<file path="src/rtl/bin2bcd_if.sv">
// bin2bcd_if: handshake and result bus between a binary source, bin2bcd_seq and the display scanner
//   in_valid/in_ready/bin_in : input handshake (master drives in_valid, bin_in)
//   busy                     : conversion in progress
//   out_valid                : one-cycle pulse when a new result is latched
//   bcd_out/overflow/blank_mask : held result, digit 0 in bcd_out[3:0]
interface bin2bcd_if #(
    parameter int BIN_W  = 32,
    parameter int DIGITS = 8
);
    logic                  in_valid;
    logic                  in_ready;
    logic [BIN_W-1:0]      bin_in;
    logic                  busy;
    logic                  out_valid;
    logic [4*DIGITS-1:0]   bcd_out;
    logic                  overflow;
    logic [DIGITS-1:0]     blank_mask;

    modport master (
        output in_valid, bin_in,
        input  in_ready, busy, out_valid, bcd_out, overflow, blank_mask
    );

    modport slave (
        input  in_valid, bin_in,
        output in_ready, busy, out_valid, bcd_out, overflow, blank_mask
    );
endinterface

</file>
<file path="src/rtl/bin2bcd_seq.sv">
// bin2bcd_seq: sequential double-dabble binary to packed BCD converter, one bit per clock
//   clk     : system clock
//   reset_n : asynchronous active-low reset
//   bus     : bin2bcd_if.slave (input handshake, busy, held BCD result, overflow, leading-zero mask)
//   Macro BIN2BCD_LZB_EN enables leading-zero blank_mask generation; otherwise blank_mask is 0.
module bin2bcd_seq #(
    parameter int BIN_W  = 32,
    parameter int DIGITS = 8
) (
    input logic     clk,
    input logic     reset_n,
    bin2bcd_if.slave bus
);
    localparam int W  = 4 * DIGITS;
    localparam int CW = $clog2(BIN_W + 1);

    localparam logic [1:0] IDLE  = 2'd0;
    localparam logic [1:0] SHIFT = 2'd1;
    localparam logic [1:0] DONE  = 2'd2;

    logic [1:0]        state;
    logic [BIN_W-1:0]  sreg;
    logic [W-1:0]      work;
    logic [W-1:0]      adj;
    logic [CW-1:0]     cnt;
    logic              ovf_acc;
    logic [W-1:0]      bcd_r;
    logic              ovf_r;
    logic              valid_r;
    logic [DIGITS-1:0] mask_r;
    logic [DIGITS-1:0] lzb;

    for (genvar i = 0; i < DIGITS; i++) begin : g_adj
        assign adj[4*i+:4] = (work[4*i+:4] >= 4'd5) ? work[4*i+:4] + 4'd3 : work[4*i+:4];
    end

`ifdef BIN2BCD_LZB_EN
    // A digit is blanked when it and every digit above it are zero; digit 0 always shows.
    logic all_zero;
    always_comb begin
        lzb      = '0;
        all_zero = !ovf_acc;
        for (int i = DIGITS - 1; i > 0; i--) begin
            all_zero = all_zero && (work[4*i+:4] == 4'd0);
            lzb[i]   = all_zero;
        end
    end
`else
    assign lzb = '0;
`endif

    always_ff @(posedge clk or negedge reset_n) begin
        if (!reset_n) begin
            state   <= IDLE;
            sreg    <= '0;
            work    <= '0;
            cnt     <= '0;
            ovf_acc <= 1'b0;
            bcd_r   <= '0;
            ovf_r   <= 1'b0;
            mask_r  <= '0;
            valid_r <= 1'b0;
        end else begin
            valid_r <= 1'b0;
            if (state == IDLE) begin
                if (bus.in_valid) begin
                    sreg    <= bus.bin_in;
                    work    <= '0;
                    ovf_acc <= 1'b0;
                    cnt     <= CW'(BIN_W);
                    state   <= SHIFT;
                end
            end else if (state == SHIFT) begin
                // The adjusted top bit is the carry out of the last digit; it is dropped and remembered.
                if (adj[W-1])
                    ovf_acc <= 1'b1;
                {work, sreg} <= {adj[W-2:0], sreg, 1'b0};
                cnt          <= cnt - 1'b1;
                if (cnt == CW'(1))
                    state <= DONE;
            end else begin
                bcd_r   <= work;
                ovf_r   <= ovf_acc;
                mask_r  <= lzb;
                valid_r <= 1'b1;
                state   <= IDLE;
            end
        end
    end

    assign bus.in_ready   = (state == IDLE);
    assign bus.busy       = (state != IDLE);
    assign bus.out_valid  = valid_r;
    assign bus.bcd_out    = bcd_r;
    assign bus.overflow   = ovf_r;
    assign bus.blank_mask = mask_r;
endmodule

</file>
<file path="src/flat_wrapper.sv">
// flat-port wrapper written by rule: the top's interface ports become plain ports
module bin2bcd_seq_flat 
#(
    parameter int BIN_W  = 32,
    parameter int DIGITS = 8
)
  (clk, reset_n, bus_in_valid, bus_bin_in, bus_in_ready, bus_busy, bus_out_valid, bus_bcd_out, bus_overflow, bus_blank_mask);
  bin2bcd_if #(.BIN_W(BIN_W), .DIGITS(DIGITS)) bus_i ();
  input logic clk;
  input logic reset_n;
  input wire logic [$bits(bus_i.in_valid)-1:0] bus_in_valid;
  input wire logic [$bits(bus_i.bin_in)-1:0] bus_bin_in;
  output wire logic [$bits(bus_i.in_ready)-1:0] bus_in_ready;
  output wire logic [$bits(bus_i.busy)-1:0] bus_busy;
  output wire logic [$bits(bus_i.out_valid)-1:0] bus_out_valid;
  output wire logic [$bits(bus_i.bcd_out)-1:0] bus_bcd_out;
  output wire logic [$bits(bus_i.overflow)-1:0] bus_overflow;
  output wire logic [$bits(bus_i.blank_mask)-1:0] bus_blank_mask;
  assign bus_i.in_valid = bus_in_valid;
  assign bus_i.bin_in = bus_bin_in;
  assign bus_in_ready = bus_i.in_ready;
  assign bus_busy = bus_i.busy;
  assign bus_out_valid = bus_i.out_valid;
  assign bus_bcd_out = bus_i.bcd_out;
  assign bus_overflow = bus_i.overflow;
  assign bus_blank_mask = bus_i.blank_mask;
  bin2bcd_seq #(.BIN_W(BIN_W), .DIGITS(DIGITS)) u_core (.clk(clk), .reset_n(reset_n), .bus(bus_i));
endmodule
</file>
<file path="config.mk">
export PLATFORM = sky130hd
export DESIGN_NAME = bin2bcd_seq_flat
export DESIGN_NICKNAME = d
export VERILOG_FILES = /design/src/rtl/bin2bcd_if.sv /design/src/rtl/bin2bcd_seq.sv /design/src/flat_wrapper.sv
export SDC_FILE = /design/constraint.sdc
export NUM_CORES = 1
export LEC_CHECK = 0
export BUFFER_PORTS_ARGS = -buffer_cell sky130_fd_sc_hd__buf_2
export CORE_AREA = 2 2 108 110
export CTS_BUF_LIST = sky130_fd_sc_hd__clkbuf_16
export DETAILED_ROUTE_END_ITERATION = 8
export DIE_AREA = 0 0 110 112
export GPL_ROUTABILITY_DRIVEN = 1
export PLACE_DENSITY = 0.63
export SYNTH_ARGS = -nofsm -noshare
export SYNTH_HDL_FRONTEND = slang
export SYNTH_SLANG_ARGS = --single-unit
</file>
<file path="constraint.sdc">
create_clock -name clk -period 4.6 [get_ports clk]
set_input_delay 0.23 -clock clk [delete_from_list [all_inputs] [get_ports clk]]
set_output_delay 0.23 -clock clk [all_outputs]
set_load 0.01 [all_outputs]
</file>
# After elaboration in Yosys (flattened, before gate mapping)

Index checks and enable logic that the tools add are counted.

Bits in registers: 107
Input port bits: 35
Output and inout bits: 44
Word-level logic and storage cells: 66

Add/subtract/negate cells: 9
Magnitude comparators: 8
Eq/ne operators: 4
Mux-type cells: 27
Bitwise logic cells: 2
Reductions and logical operators: 8

Operator list:

| cell                                                 | number |
|---|---|
| 2-to-1 mux 32 bit                                    | 6 |
| adder 4 x 2 -> 4 bit (second input constant)         | 8 |
| >= comparator 4 x 3 -> 1 bit (second input constant) | 8 |
| 2-to-1 mux 4 bit                                     | 8 |
| 2-to-1 mux 6 bit                                     | 3 |
| 2-to-1 mux 2 bit                                     | 4 |
| equality test 6 x 1 -> 1 bit (second input constant) | 1 |
| 2-to-1 mux 1 bit                                     | 6 |
| AND reduction 2 bit                                  | 3 |
| nonzero test 2 bit                                   | 3 |
| subtractor 6 x 1 -> 6 bit (second input constant)    | 1 |
| != test 3 bit (second input constant)                | 1 |
| AND reduction 3 bit                                  | 1 |
| equality test 2 x 1 -> 1 bit (second input constant) | 1 |
| zero test 2 bit                                      | 1 |
| != test 2 bit (second input constant)                | 1 |
| inverter 1 bit                                       | 2 |

# Depth between registers and ports, before layout

Word-level depth: 5
Mapped depth: 6
Depth with buffers taken out: 6

# Worst setup path before layout

No wires, ideal clock.

Kind: register -> register
Start point: register u_core.work[12]
End point: register u_core.work[14]
Setup time: 0.083 ns
Arrival: 1.448 ns
Required time: 4.517 ns
Setup slack: 3.070 ns
Cell stages (with the launch flop): 7
Buffers on the path: 0
Clock period less this slack: 1.530 ns
Cell sequence: dfrtp_1 inv_1 ha_1 nand2b_1 a21oi_1 mux2_2 o21ai_0

Word-level cells in the longest chain between the ends: 4
Elaborated cells on any way between the ends: 5
Those cells by class: add/sub: 1; order compare: 1; mux: 3

RTL lines:

| item                                                                        | line              | text |
|---|---|---|
| from (decl)                                                                 | bin2bcd_seq.sv:23 | `logic [W-1:0] work;` |
| from (signal assigned)                                                      | bin2bcd_seq.sv:77 | `{work, sreg} <= {adj[W-2:0], sreg, 1'b0};` |
| adder 4 x 2 -> 4 bit / >= comparator 4 x 3 -> 1 bit (equally long branches) | bin2bcd_seq.sv:34 | `assign adj[4*i+:4] = (work[4*i+:4] >= 4'd5) ? work[4*i+:4] + 4'd3 : work[4*i+:4];` |
| 2-to-1 mux 4 bit (*)                                                        | bin2bcd_seq.sv:34 |  |
| 2-to-1 mux 32 bit (*)                                                       | bin2bcd_seq.sv:73 | `end else if (state == SHIFT) begin` |
| 2-to-1 mux 32 bit (*)                                                       | bin2bcd_seq.sv:65 | `if (state == IDLE) begin` |

Mark *: on every way between the ends. The rest lies on a longest branch, timed or not. The select of a mux whose other input is x is not followed.
A chain may end at the register's enable or synchronous reset.

# Worst setup path in the final report

Start point: register u_core.state[1]
End point: register u_core.work[11]

Word-level cells in the longest chain between the ends: 3
Elaborated cells on any way between the ends: 6
Those cells by class: eq/ne: 2; mux: 1; reduce/logical: 3

RTL lines:

| item                                                                   | line                                 | text |
|---|---|---|
| from (decl)                                                            | bin2bcd_seq.sv:21                    | `logic [1:0] state;` |
| from (signal assigned)                                                 | bin2bcd_seq.sv:54                    | `state <= IDLE;` |
| from (signal assigned)                                                 | bin2bcd_seq.sv:71                    | `state <= SHIFT;` |
| from (signal assigned)                                                 | bin2bcd_seq.sv:80                    | `state <= DONE;` |
| equality test 2 x 1 -> 1 bit / zero test 2 bit (equally long branches) | bin2bcd_seq.sv:73, bin2bcd_seq.sv:65 |  |
| nonzero test 2 bit (no line) / != test 2 bit (equally long branches)   | -                                    |  |
| AND reduction 2 bit (no line)                                          | -                                    |  |

Parallel ways exist; a longest one is shown, timed or not.

==> run_results.csv <==
group,metric,value,unit
outcome,status,"finished, final reports clean",
routing,ant_nets,0,
clock_network,clk_path_buf_depth,2,
clock_network,clock_sinks,107,
clock_network,cts_tree,"yes",
clock_network,postCtsSetupBuffers,0,
sta,fin_tns_setup,0,ns
floorplan,die-area,0.0123,sq mm
global_routing,grt_pass1_vias,3432,
synthesis,syn_area_per_cell,11.3,sq um
critical_path,cp-end-kind,"register",
clock_network,cts_resized,0,
pwr,leakagePower,2.60,nW
sta,max_freq,0.372,GHz
floorplan,io_pins,79,
synthesis,synth_edf_count,0,
routing,finalWirelength,9790,um
critical_path,worstRegToRegCells,5,
floorplan,rows,39,
synthesis,yosys-top-cells-area,"dfrtp_1, mux2_2, o21ai_0",
synthesis,yosys_warnings,0,
layout,fillers,1030,
floorplan,die_w,110,um
placement,pre_cts_ws,1.86,ns
clock_network,numCtsBuffers,9,
global_routing,antenna_found_initial,0,
sta,finalHoldViolCount,0,
synthesis,ys_seq_area_share,54.0,%
layout,utilization,50.3,%
placement,port_buffers,70,
critical_path,critPathRequiredTime,4.83,ns
synthesis,synthCells,438,
sta,rsz0062_at_grt,"false",
synthesis,ys.flop_type,"dfrtp_1",
routing,firstDrtPassIters,4,
layout,nets,548,
pwr,irDropWorstVdd,0.000368,V
sta,slew_headroom,20.3,%
placement,hpwlAfterDp,6310,um
critical_path,r2r_slack,1.92,ns
sta,fin_crit_sh,58.4,%
routing,vias_per_cell,5.43,
clock_network,root_buffer,"clkbuf_16",
critical_path,cp.arrival,2.91,ns
floorplan,core_area,0.0112,sq mm
synthesis,netlist.area_leader.share,54.0,%
floorplan,dieHeight,112,um
routing,vias,3480,
clock_network,insertion_delay,0.34,ns
synthesis,synth_cell_types,36,
global_routing,gr-usage-all-layers,17.0,%
layout,area_delta_synth_final,13.2,%
synthesis,ys_ff_latch,107,
layout,drive_gt1_share,26.7,%
pwr,cellPowerDensity,699,mW/mm^2
critical_path,path_max_fanout,47,
synthesis,syn_area,0.00496,sq mm
routing,drc,0,
synthesis,yosysMostFrequentCell,"dfrtp_1",
run,max-cap-violations,0,
critical_path,setup.worst_path.class,"reg -> reg",
min_path,worstHoldPathType,"in -> async",
routing,route.detailed.wl_per_inst,15.3,um
sta,finalSetupViolations,0,
global_routing,grt_max_degree,69,
critical_path,rr_startpoint,"u_core.state[1]",
clock_network,ctsHoldBuffers,0,
sta,drv_slew,0,
sta,finClkSkew,0.00899,ns
global_routing,grt_pass1_wl,16600,um
critical_path,crit_path_start_kind,"register",
clock_network,clk_pin_slew,0.07,ns
layout,num_antenna_cells,0,
floorplan,initial_core_util,44.4,%
synthesis,yosys-top-cells-count,"dfrtp_1, o21ai_0, nand2_1, mux2_2, a22oi_1",
global_routing,gr-total-overflow,0,
clock_network,htree_num_levels,3,
routing,first_iter_violations,195,
critical_path,r2r-end,"u_core.work[11]",
synthesis,synthArstFlopShare,100,%
sta,setup_ws,1.92,ns
placement,gp_congestion,0.752,
sta,worst_pin_slew,1.19,ns
synthesis,synth_top_area_cell,"dfrtp_1",
sta,layout_min_cycle_time,2.68,ns
[cells in the final DEF (no fill, tap or decap), drive strengths merged, types with 10 or more instances in the layout]
cell   Yosys  layout
a21oi     10      10
a22oi     30      30
buf       21      74
dfrtp    107     107
ha        18      18
inv       21      23
mux2      39      39
nand2     45      45
o21ai     50      50
o22ai     10      10
[critical path, cell delays in order, from the launching register on]
cell and delay [ns]:
dfrtp_2 0.69, buf_4 0.50, nand2b_1 0.65, buf_4 0.42, o31ai_1 0.10, a32o_1 0.21
[sequential cells by signal, indices dropped and copies added, names as in the netlist]
register              count
u_core.work              32
u_core.ovf_acc            1
u_core.cnt                6
u_core.sreg              32
u_core.bus.overflow       1
u_core.bus.out_valid      1
u_core.bus.bcd_out       32
u_core.state              2
[cell type report]
| cell class | count | area [sq um] | area share [%] |
|---|---|---|---|
| flip-flops and latches | 107 | 2680 | 47.7 |
| multi-input cells | 282 | 2050 | 36.4 |
| repair buffers | 74 | 383 | 6.82 |
| clock buffers | 9 | 225 | 4.01 |
| well taps | 143 | 179 | 3.19 |
| inverters | 21 | 78.8 | 1.40 |
| clock inverters | 5 | 25.0 | 0.446 |
[worst max-delay path by stage]
stage | cells past startpoint | slack, ns | end | start
2_1_floorplan | 6 | 3.07 | u_core.work[14] | u_core.work[12]
3_3_place_gp | 5 | 1.93 | u_core.work[31] | u_core.state[1]
3_5_place_dp | 5 | 1.86 | u_core.work[31] | u_core.state[1]
4_1_cts | 5 | 1.85 | u_core.work[31] | u_core.state[1]
5_1_grt | 5 | 1.65 | u_core.work[31] | u_core.state[1]
6_report | 5 | 1.92 | u_core.work[11] | u_core.state[1]
[routing by layer]
| metal | global-route usage (%) | vias to the layer above | wire (um) |
|---|---|---|---|
| met4 | 3.71 | 0 | 96 |
| li1 | - | 1671 | - |
| met1 | 23.4 | 1728 | 4620 |
| met5 | 0 | - | 0 |
| met2 | 26.9 | 74 | 4620 |
| met3 | 4.57 | 7 | 450 |
[per-stage QoR]
step / hold WS (ns) / cell area (sq um) / std cells / total power [mW]
2_1_floorplan: -0.0656 / 4990 / 445 / 2.85
3_3_place_gp: 0.397 / 5370 / 627 / 3.22
3_5_place_dp: 0.399 / 5370 / 627 / 3.29
4_1_cts: 0.0334 / 5620 / 641 / 3.98
5_1_grt: 0.0888 / 5620 / 641 / 4.25
6_report: 0.00208 / 5620 / 641 / 3.93
[logic make-up (layout without fill, tap and decap cells)]
family                   count (synthesis)  count (layout)  share of synthesized area (%)
AO/OA/AOI/OAI                          131             131                           17.7
flip-flops                             107             107                           54.0
AND/OR/NAND/NOR                         70              70                           6.43
buffers and inverters                   56             109                           5.58
multiplexers                            39              39                           8.85
adder cells (fa/ha/maj)                 18              18                           4.54
XOR/XNOR                                16              16                           2.83
other                                    1               8                         0.0756
[power breakdown]
group	internal [mW]	switching [mW]	total, mW
combinational	0.746	0.864	1.61
sequential	1.34	0.304	1.64
clock	0.355	0.322	0.677
total	2.44	1.49	3.93
Power figures use the tool's default switching activity.
